--- src/rtl/ctrl_pipe.sv ---
// Control-bundle pipeline for a 5-stage MIPS-style core: carries ID control through
// EX, MEM and WB, detects load-use hazards, resolves taken branches and counts retirements.
module ctrl_pipe (
  input  logic        clk,
  input  logic        rst_n,
  input  logic [1:0]  id_wb,
  input  logic [2:0]  id_m,
  input  logic [3:0]  id_ex,
  input  logic [4:0]  id_rs,
  input  logic [4:0]  id_rt,
  input  logic        id_valid,
  input  logic        mem_zero,
  output logic        ex_regdst,
  output logic [1:0]  ex_aluop,
  output logic        ex_alusrc,
  output logic        ex_valid,
  output logic        mem_branch,
  output logic        mem_memread,
  output logic        mem_memwrite,
  output logic        mem_valid,
  output logic        wb_regwrite,
  output logic        wb_memtoreg,
  output logic        wb_valid,
  output logic        stall,
  output logic        pcsrc,
  output logic [15:0] retire_cnt
);

  logic        r_vld_p0;
  logic [3:0]  r_ex_p0;
  logic [2:0]  r_m_p0;
  logic [1:0]  r_wb_p0;
  logic [4:0]  r_rt_p0;

  logic        r_vld_p1;
  logic [2:0]  r_m_p1;
  logic [1:0]  r_wb_p1;

  logic        r_vld_p2;
  logic [1:0]  r_wb_p2;

  logic [15:0] r_retire_cnt;

  logic        w_rt_hit;
  logic        w_stall;
  logic        w_pcsrc;
  logic        w_load_p0;

  // Load-use hazard: a load in EX whose destination feeds the ID instruction.
  assign w_rt_hit  = (r_rt_p0 != 5'd0) && ((r_rt_p0 == id_rs) || (r_rt_p0 == id_rt));
  assign w_stall   = id_valid & r_vld_p0 & r_m_p0[1] & w_rt_hit;
  assign w_pcsrc   = r_vld_p1 & r_m_p1[2] & mem_zero;
  // Only a real, unsquashed instruction is captured; anything else becomes an all-zero bubble.
  assign w_load_p0 = id_valid & ~w_stall & ~w_pcsrc;

  // ID -> EX
  always_ff @(posedge clk or negedge rst_n) begin
    if (!rst_n) begin
      r_vld_p0 <= 1'b0;
      r_ex_p0  <= 4'd0;
      r_m_p0   <= 3'd0;
      r_wb_p0  <= 2'd0;
      r_rt_p0  <= 5'd0;
    end else if (w_load_p0) begin
      r_vld_p0 <= 1'b1;
      r_ex_p0  <= id_ex;
      r_m_p0   <= id_m;
      r_wb_p0  <= id_wb;
      r_rt_p0  <= id_rt;
    end else begin
      r_vld_p0 <= 1'b0;
      r_ex_p0  <= 4'd0;
      r_m_p0   <= 3'd0;
      r_wb_p0  <= 2'd0;
      r_rt_p0  <= 5'd0;
    end
  end

  // EX -> MEM
  always_ff @(posedge clk or negedge rst_n) begin
    if (!rst_n) begin
      r_vld_p1 <= 1'b0;
      r_m_p1   <= 3'd0;
      r_wb_p1  <= 2'd0;
    end else if (w_pcsrc) begin
      r_vld_p1 <= 1'b0;
      r_m_p1   <= 3'd0;
      r_wb_p1  <= 2'd0;
    end else begin
      r_vld_p1 <= r_vld_p0;
      r_m_p1   <= r_m_p0;
      r_wb_p1  <= r_wb_p0;
    end
  end

  // MEM -> WB
  always_ff @(posedge clk or negedge rst_n) begin
    if (!rst_n) begin
      r_vld_p2 <= 1'b0;
      r_wb_p2  <= 2'd0;
    end else begin
      r_vld_p2 <= r_vld_p1;
      r_wb_p2  <= r_wb_p1;
    end
  end

  always_ff @(posedge clk or negedge rst_n) begin
    if (!rst_n) begin
      r_retire_cnt <= 16'd0;
    end else if (r_vld_p2) begin
      r_retire_cnt <= r_retire_cnt + 16'd1;
    end
  end

  assign ex_regdst    = r_ex_p0[3];
  assign ex_aluop     = r_ex_p0[2:1];
  assign ex_alusrc    = r_ex_p0[0];
  assign ex_valid     = r_vld_p0;
  assign mem_branch   = r_m_p1[2];
  assign mem_memread  = r_m_p1[1];
  assign mem_memwrite = r_m_p1[0];
  assign mem_valid    = r_vld_p1;
  assign wb_regwrite  = r_wb_p2[1];
  assign wb_memtoreg  = r_wb_p2[0];
  assign wb_valid     = r_vld_p2;
  assign stall        = w_stall;
  assign pcsrc        = w_pcsrc;
  assign retire_cnt   = r_retire_cnt;

endmodule

--- config.mk ---
export PLATFORM = sky130hd
export DESIGN_NAME = ctrl_pipe
export DESIGN_NICKNAME = d
export VERILOG_FILES = /design/src/rtl/ctrl_pipe.sv
export SDC_FILE = /design/constraint.sdc
export NUM_CORES = 1
export LEC_CHECK = 0
export BUFFER_PORTS_ARGS = -buffer_cell sky130_fd_sc_hd__clkbuf_2
export CAP_MARGIN = 0
export CORE_MARGIN = 2
export CORE_UTILIZATION = 44
export CTS_CLUSTER_DIAMETER = 60
export CTS_CLUSTER_SIZE = 28
export DETAILED_ROUTE_END_ITERATION = 16
export PLACE_DENSITY = 0.83
export SYNTH_ARGS = -nofsm -noshare
export SYNTH_HDL_FRONTEND = slang
export SYNTH_SLANG_ARGS = --single-unit
--- constraint.sdc ---
create_clock -name clk -period 1.5 [get_ports clk]
set_clock_uncertainty 0.2 [all_clocks]
set_input_delay 0.3 -clock clk [delete_from_list [all_inputs] [get_ports clk]]
set_output_delay 0.3 -clock clk [all_outputs]
set_load 0.03 [all_outputs]
==> impl_metrics.ini <==
[run_status]
status = complete, but fails checks
violations = negative setup slack

[clock_tree]
h-tree-depth = 2
clock_latency_ns = 0.29
clock-sinks = 40
clk_pin_slew_ns = 0.07
cts_tree = yes
cts_made_buffers = 5
cts_buffer_depth = 2
cts_root_buf = clkbuf_8

[synth]
ys_types = 25
synth_top_area_frac = 0.593
synth_edf_count = 0
synthFlopType = dfrtp_1
syn_area_um2 = 1690
async_flop_share = 1.00
synth_area_leader_cell = dfrtp_1
synthTopCellsByArea = dfrtp_1 (59%), xnor2_1 (9.9%), nand3_1 (6.5%), a21oi_1 (4.7%), xor2_1 (3.1%)
yosysWarnings = 0
syn_inst = 143
synth_fp_nets = 167
synth.avg_cell_area_um2 = 11.8
ys_seq_area_frac = 0.593
netlist_top_cells_count = dfrtp_1 (40), nand3_1 (22), xnor2_1 (19), a21oi_1 (16), nand2_1 (9)
synth_seq_cells = 40
synth.most_common_cell = dfrtp_1

[route]
drt_pass1_iterations = 4
postRouteAntennaNets = 0
drc = 0
via_count = 1341
drtIter0Drc = 36
routed_wirelength_um = 3440
via_per_inst = 4.97
wl_per_cell_um = 12.7

[min_path]
hold-path-endpoint = r_m_p0[1]
min_from = id_m[1]
hold_class = input port to flop
hold_depth = 3

[power_and_ir_drop]
power_frac_clock = 0.234
power_mw = 3.06
ir_drop_mv = 0.608
seqPwrFrac = 0.447
p_int_mw = 2.04
power_density_nw_per_um2 = 1240
switchingPower_mw = 1.02
leakage_nw = 1.21
pwr-share-comb = 0.319
swShare = 0.334

[setup_path]
reg2reg_from = wb_valid
end_kind = primary output
rr_worst_depth = 5
worstReg2RegEnd = retire_cnt[11]
setup.worst_path.class = flop to primary output
cp_data_arrival_time_ns = 1.45
rrSetupSlack_ns = -0.07
start_kind = flop
crit_path_max_fanout = 3
critical_path_required_ns = 1.00

[timing]
final_max_slew_viol_count = 0
finalSetupViolCount = 18
final-hold-violation-count = 0
max_freq_mhz = 513
rsz0062_at_grt = yes
fin_ws_ns = -0.449
slew-limit-headroom = 0.808
worst_slew_pin_slew_ns = 0.285
period_share = 1.30
period_minus_slack_ns = 1.95

[placed_design]
pre_cts_ws_ns = -0.185
portBuffers = 52
gp_congestion = 0.804
placedCellCount = 252
dp_hpwl_um = 2450

[die]
die_area_um2 = 4340
io_pins = 53
initial_core_util = 0.461
core_um2 = 3660
chipHeight_um = 65.9
die_w_um = 65.9
row_count = 22

[final_layout]
stdcell_count = 270
antennaDiodeCount = 0
syn_to_final_growth_pct = 46.4
fin_nets = 245
drive_gt1_frac = 0.523

[grt]
overflow = 0
first_global_vias = 1310
antenna_found_initial = 0
grt_pass1_wl_um = 5730
grtUsageTotal = 0.176
grt_start_max_net_pins = 41

[flow_run]
drv_cap = 0
cell type report:
type                       instances  area, um2
clock buffer                       8       90.1
sequential                        40       1020
inverter                           1       3.75
fill                             263       1190
tap                               48       60.1
multi-input combinational         96        747
timing repair buffer              77        551
power groups by stage:
stage	logic [mW]	clock network (mW)	registers, mW
finish	0.977	0.717	1.37
global route	1.05	0.786	1.39
CTS	0.893	0.750	1.39
detailed placement	0.770	0	1.42
global placement	0.751	0	1.41
floorplan	0.266	0	1.63
kinds of logic after synthesis:
logic type | Yosys count | share of synthesized area
fa+ha+maj | 1 | 0.00742
flops | 40 | 0.593
mux | 1 | 0.00668
xor+xnor | 25 | 0.130
buf+inv | 7 | 0.0178
simple gates | 52 | 0.190
compound gates | 17 | 0.0549
sequential cells by signal, indices dropped and copies added (netlist names):
signal	count
ex_valid	1
mem_valid	1
r_ex_p0	4
r_m_p0	3
r_m_p1	3
r_rt_p0	5
r_wb_p0	2
r_wb_p1	2
r_wb_p2	2
retire_cnt	16
wb_valid	1
routing by layer:
layer  vias up  GRT usage  routed length [um]
li1        638          -                   -
met1       657      0.192                1340
met2        43      0.322                1840
met3         3     0.0477                 212
met4         0     0.0703                  47
met5         -          0                   0
critical path, cell delays in order (launching register included):
cell     delay [ns]
dfrtp_1        0.43
xnor2_1        0.17
nand3_1        0.11
o22ai_2        0.17
and2_4         0.17
buf_8          0.11
per-stage QoR:
| step | hold slack (ns) | cell area (um2) | TNS [ns] | utilization |
|---|---|---|---|---|
| 6_report | 0.0298 | 2470 | -0.727 | 0.675 |
| 5_1_grt | 0.0276 | 2470 | -2.15 | 0.675 |
| 4_1_cts | 0.0203 | 2380 | -0.593 | 0.649 |
| 3_5_place_dp | 0.0900 | 2160 | -0.185 | 0.590 |
| 3_3_place_gp | 0.0888 | 2160 | -0.192 | 0.590 |
| 2_1_floorplan | -0.196 | 1740 | -0.208 | - |
timing repair:
item | CTS | global route
gates resized for setup | 21 | 14
pin swaps | 3 | 5
hold buffers | 1 | 0
endpoints found under the setup margin | 14 | 28
cloned | 0 | 0
buffers inserted | 5 | 6
endpoints found under the hold margin | 40 | 0
worst max path at each step:
| stage | endpoint | slack (ns) | cells past startpoint | startpoint |
|---|---|---|---|---|
| floorplan | stall | -0.09 | 4 | r_rt_p0[4] |
| global placement | stall | -0.19 | 5 | r_rt_p0[0] |
| detailed placement | stall | -0.18 | 6 | id_rt[0] |
| CTS | stall | -0.49 | 5 | r_rt_p0[0] |
| global route | stall | -0.52 | 5 | r_rt_p0[0] |
| finish | stall | -0.45 | 5 | r_rt_p0[0] |
cells in the final DEF (no fill, tap or decap), types with 3 or more instances in the layout:
master and n:
and2_1 6, clkbuf_8 9, buf_8 5, nand3_1 19
nand2_1 8, a21oi_1 15, xnor2_1 18, clkbuf_2 43
dfrtp_2 14, dfrtp_1 26, buf_6 3, nand3_4 3
xor2_1 6, buf_4 20
Power figures use the tool's default switching activity.
